===== src/rtl/pipeline_result_buffer.sv =====
// pipeline_result_buffer: captures pipelined results into a FIFO with drop tracking and a running sum
module pipeline_result_buffer #(
  parameter int LATENCY = 3,
  parameter int DEPTH   = 4,
  parameter int WIDTH   = 8
) (
  input  logic                   clk,
  input  logic                   rst_n,
  input  logic                   issue_valid,
  input  logic [WIDTH-1:0]       f,
  input  logic                   acc_clr,
  input  logic                   out_ready,
  output logic                   out_valid,
  output logic [WIDTH-1:0]       out_data,
  output logic [$clog2(DEPTH):0] level,
  output logic                   full,
  output logic                   overflow,
  output logic [7:0]             drop_cnt,
  output logic [15:0]            acc
);
  localparam int AW = $clog2(DEPTH);
  localparam int LW = AW + 1;
  localparam logic [AW:0] FULL_LVL = DEPTH[AW:0];
  logic [LATENCY-1:0] r_vld;
  logic [LATENCY:0]   w_vld_nxt;
  logic [WIDTH-1:0]   r_mem [DEPTH];
  logic [AW-1:0]      r_wp;
  logic [AW-1:0]      r_rp;
  logic [AW:0]        r_level;
  logic               r_ovf;
  logic [7:0]         r_drop;
  logic [15:0]        r_acc;
  logic               w_cap;
  logic               w_pop;
  logic               w_push;
  logic               w_drop;
  assign w_vld_nxt = {r_vld, issue_valid};
  assign w_cap     = r_vld[LATENCY-1];
  assign full      = r_level == FULL_LVL;
  assign out_valid = r_level != '0;
  assign w_pop     = out_valid && out_ready;
  assign w_push    = w_cap && (!full || w_pop);
  assign w_drop    = w_cap && !w_push;
  assign out_data  = r_mem[r_rp];
  assign level     = r_level;
  assign overflow  = r_ovf;
  assign drop_cnt  = r_drop;
  assign acc       = r_acc;
  // Track issues down the pipeline, move FIFO pointers/occupancy, and account drops and the sum
  always_ff @(posedge clk) begin
    if (!rst_n) begin
      r_vld   <= '0;
      r_wp    <= '0;
      r_rp    <= '0;
      r_level <= '0;
      r_ovf   <= 1'b0;
      r_drop  <= '0;
      r_acc   <= '0;
    end else begin
      r_vld   <= w_vld_nxt[LATENCY-1:0];
      r_wp    <= r_wp + AW'(w_push);
      r_rp    <= r_rp + AW'(w_pop);
      r_level <= r_level + LW'(w_push) - LW'(w_pop);
      r_ovf   <= r_ovf | w_drop;
      r_drop  <= r_drop + 8'(w_drop && r_drop != 8'hff);
      r_acc   <= (acc_clr ? 16'd0 : r_acc) + (w_push ? 16'(f) : 16'd0);
    end
  end
  // Store each accepted result at the write pointer; storage itself is never cleared
  always_ff @(posedge clk) begin
    if (w_push) r_mem[r_wp] <= f;
  end
endmodule


===== config.mk =====
export PLATFORM = sky130hd
export DESIGN_NAME = pipeline_result_buffer
export DESIGN_NICKNAME = d
export VERILOG_FILES = /design/src/rtl/pipeline_result_buffer.sv
export SDC_FILE = /design/constraint.sdc
export NUM_CORES = 1
export LEC_CHECK = 0
export CAP_MARGIN = 0
export CORE_MARGIN = 1.5
export CORE_UTILIZATION = 57
export CTS_CLUSTER_DIAMETER = 120
export DETAILED_ROUTE_END_ITERATION = 12
export GPL_ROUTABILITY_DRIVEN = 0
export HOLD_SLACK_MARGIN = 0.15
export PLACE_DENSITY_LB_ADDON = 0.05
export SLEW_MARGIN = 20
export SYNTH_ARGS = -nofsm -noshare
export SYNTH_HDL_FRONTEND = slang
export SYNTH_SLANG_ARGS = --single-unit

===== constraint.sdc =====
create_clock -name clk -period 4.8 [get_ports clk]
set_input_delay 0.96 -clock clk [delete_from_list [all_inputs] [get_ports clk]]
set_output_delay 0.96 -clock clk [all_outputs]
set_load 0.01 [all_outputs]

==> implementation parameters <==
Parameter                              Value

Route
  Routed WL    5530 µm
  Routed vias    1,970
  Routed wl met2    2600 µm
  Initial DRT Pass Iterations    4
  Remaining design rule violation count    0
  Top routing layer used    met4
  Met3 wirelength from detailed routing    252 µm
  Routed vias/inst    5.23
  Drt initial violations    100
  M1 wire length    2620 µm
  DR WL/cell    14.7 µm
  Number of nets with antenna violations after detailed routing    0

Synth
  Number of enable-type register cells in the synthesized netlist    32
  Synth async-reset ratio    0
  Adder-cell share of the synthesized area    0.0697
  Number of register bits inferred by synthesis    67
  Largest cells by area after synthesis    sky130_fd_sc_hd__edfxtp_1, sky130_fd_sc_hd__dfxtp_1, sky130_fd_sc_hd__and2_1, sky130_fd_sc_hd__mux4_2, sky130_fd_sc_hd__ha_1
  Mapped Nets    276
  Yosys top cell area share    0.311
  Fraction of synthesized cell area in xor and xnor cells    0.0511
  Primary flip-flop cell chosen by synthesis mapping    sky130_fd_sc_hd__dfxtp_1
  Dominant combinational cell family by area after synthesis    simple AND/OR/NAND/NOR gates
  Post-synthesis cell type count    40
  Fraction of the mapped netlist area in compound gates    0.0815
  Count of warnings emitted by yosys    0
  Synth Area in Simple Gates    0.182
  Most numerous cell types in the synthesized netlist    sky130_fd_sc_hd__dfxtp_1, sky130_fd_sc_hd__and2_1, sky130_fd_sc_hd__edfxtp_1, sky130_fd_sc_hd__ha_1, sky130_fd_sc_hd__nor2b_1
  Portion of the post-synthesis area used by sequential elements    0.539
  Mapped Area    3090 µm²
  Area leader, netlist    sky130_fd_sc_hd__edfxtp_1
  Cell with the most instances after synthesis    sky130_fd_sc_hd__dfxtp_1
  Cells after Synth    247
  Mux cell area share after synthesis    0.0616
  Average size of a mapped cell    12.5 µm²

CTS
  Post-cts repair resize count    0
  Clock transition time at the flip-flop clock pins of the worst setup and hold paths    70 ps
  Post-CTS setup buffers    0
  Number of CTS-inserted buffers    9
  Clock insertion delay at the later pin of the skew report    340 ps
  Count of hold-fix buffers inserted at cts    0
  TritonCTS clock tree    done
  Maximum number of buffers from clock root to sink    2
  CTS H-tree depth    3
  Clock sink total    67
  Library cell used as clock root buffer    sky130_fd_sc_hd__clkbuf_8

STA
  Shortest period the worst path allows    3560 ps
  Fin Setup TNS    0 ps
  Number of endpoints with negative hold slack in the final report    0
  Headroom to the max-slew limit    0.424
  Final max-slew violation count    0
  Finish-stage setup viols    0
  RSZ-0062 raised after global routing    false
  Period utilization    0.742
  Highest clock rate    281 MHz
  Slew at the pin with the worst max-slew slack    862 ps
  Fin Clk Skew    10.9 ps

Floorplan
  Total Die Area    5860 µm²
  Chip height    76.6 µm
  DIE WIDTH    76.6 µm
  Number of cell rows    26
  Core footprint    5170 µm²
  Starting density of the core    0.597
  I/O pins    51

Finish
  Net total in the final layout    331
  Signed area change from the synthesized netlist to the final layout    27.0%
  Antenna fix cells    0
  Share of layout cells above drive strength 1    0.117
  Number of filler cells placed in the layout    355

Critical path
  Crit start category    primary input
  Critical path's largest stage delay    580 ps
  Kind of critical path    primary input to flop
  CP delay by family, top    simple AND/OR/NAND/NOR gates
  FF-to-FF End    acc[8]
  Crit-path cells    clkdlybuf4s50_1 > nor2b_1 > nor2b_1 > and2_1 > ha_1 > and3_1 > a2111oi_4 > a21oi_2 > xnor2_1 > and2_1
  Slowest stage cell on the critical path    sky130_fd_sc_hd__nor2b_1
  Arrival time at the worst endpoint    3790 ps
  Worst Reg-to-Reg Cells    11
  Buffers and inverters on the worst path    1
  Peak fanout along the critical path    13
  Type of element capturing the critical path    flop
  Startpoint of the lowest-slack register-to-register path    level[2]
  Worst reg-to-reg setup slack    1650 ps
  Data required time of the worst path    5030 ps

Min path
  End of the worst hold path    r_vld[2]
  Cell count of the worst hold path    1
  Path class of the lowest-slack min-delay path    flop to flop
  Start point of the worst hold path    r_vld[1]

Power and ir drop
  Power Total    1.54 mW
  Largest voltage drop on the vdd net    0.000213 V
  Share of total power in sequential cells    0.429
  Part of the total power dissipated in the clock network    0.397
  Psw    0.346 mW
  Static leakage power    1.51 nW
  Switching share of power    0.225
  Power per cell area    393 nW/µm²
  Part of the power in combinational logic    0.175
  Internal portion of total power    1.19 mW

GRT
  Total Routing Usage GR    0.208
  Residual overflow from global routing    0
  Pin count of the biggest net entering global routing    32
  First-pass GRT wire length    9310 µm
  Number of global-route vias before repair    1,872
  Number of antenna violations at the first check in global routing    0

Placed design
  Number of port buffers    50
  Detailed placer's ending HPWL    3800 µm

Run status
  Result of the run    complete, no violations

Flow run
  MaxCap Viol Count    0
[kinds of logic (layout without fill, tap and decap cells)]
kind of cell / count (synthesis) / count (layout)
multiplexers: 9 / 9
adder cells (fa/ha/maj): 16 / 16
buffers and inverters: 12 / 72
AND/OR/NAND/NOR: 96 / 96
AO/OA/AOI/OAI: 29 / 29
flip-flops: 67 / 67
XOR/XNOR: 18 / 18
[worst max-delay path by stage]
stage / start / cells after the start / to
floorplan: out_ready / 10 / acc[8]
global placement: out_ready / 10 / acc[8]
detailed placement: out_ready / 10 / acc[10]
CTS: out_ready / 10 / acc[8]
global route: out_ready / 10 / acc[10]
finish: out_ready / 10 / acc[8]
[placed cells by master, fill, tap and decap left out, types with 4 or more instances in the layout]
| cell | count |
|---|---|
| sky130_fd_sc_hd__edfxtp_1 | 32 |
| sky130_fd_sc_hd__nand2_1 | 9 |
| sky130_fd_sc_hd__clkbuf_8 | 9 |
| sky130_fd_sc_hd__and3_1 | 5 |
| sky130_fd_sc_hd__clkdlybuf4s50_1 | 50 |
| sky130_fd_sc_hd__nand3_1 | 7 |
| sky130_fd_sc_hd__xnor2_1 | 13 |
| sky130_fd_sc_hd__ha_1 | 14 |
| sky130_fd_sc_hd__nor2_1 | 11 |
| sky130_fd_sc_hd__inv_1 | 5 |
| sky130_fd_sc_hd__a21oi_1 | 6 |
| sky130_fd_sc_hd__bufinv_16 | 4 |
| sky130_fd_sc_hd__mux4_2 | 8 |
| sky130_fd_sc_hd__a21o_1 | 4 |
| sky130_fd_sc_hd__o21ai_0 | 4 |
| sky130_fd_sc_hd__xor2_1 | 5 |
| sky130_fd_sc_hd__and2_1 | 33 |
| sky130_fd_sc_hd__nor2b_1 | 14 |
| sky130_fd_sc_hd__dfxtp_1 | 35 |
[cell type report]
| type | instances | area (µm²) | area share |
|---|---|---|---|
| Clock buffer | 10 | 128 | 0.0326 |
| Clock inverter | 6 | 138 | 0.0351 |
| Inverter | 5 | 18.8 | 0.00479 |
| Multi-Input combinational cell | 168 | 1380 | 0.352 |
| Sequential cell | 67 | 1660 | 0.424 |
| Tap cell | 70 | 87.6 | 0.0223 |
| Timing Repair Buffer | 51 | 508 | 0.130 |
[sequential cells by signal, summed over array words and instances (netlist names)]
signal	cells
acc	16
drop_cnt	8
level	3
overflow	1
r_mem	32
r_rp	2
r_vld	3
r_wp	2
[power groups by stage]
stage	Combinational, mW	Clock (mW)	Sequential [mW]
final	0.269	0.611	0.661
after global placement	0.265	0	0.674
after floorplan	0.169	0	0.655
after CTS	0.272	0.624	0.663
after global routing	0.298	0.651	0.669
after detailed placement	0.271	0	0.675
[stage by stage]
step / instances / worst slack [ps] / hold WS (ps) / util / cell area [µm²]
after floorplan: 247 / 1680 / 412 / - / 3090
after global placement: 361 / 990 / 419 / 0.706 / 3650
after detailed placement: 361 / 876 / 420 / 0.706 / 3650
after CTS: 377 / 1250 / 429 / 0.758 / 3920
after global routing: 377 / 1110 / 455 / 0.758 / 3920
final: 377 / 1240 / 424 / 0.758 / 3920
[per-layer routing]
layer / vias to the layer above / global-route usage
met2: 40 / 0.312
met4: 0 / 0.0944
li1: 997 / -
met3: 4 / 0.0695
met1: 929 / 0.275
met5: - / 0
No activity file was read; power rests on OpenSTA's default activity.
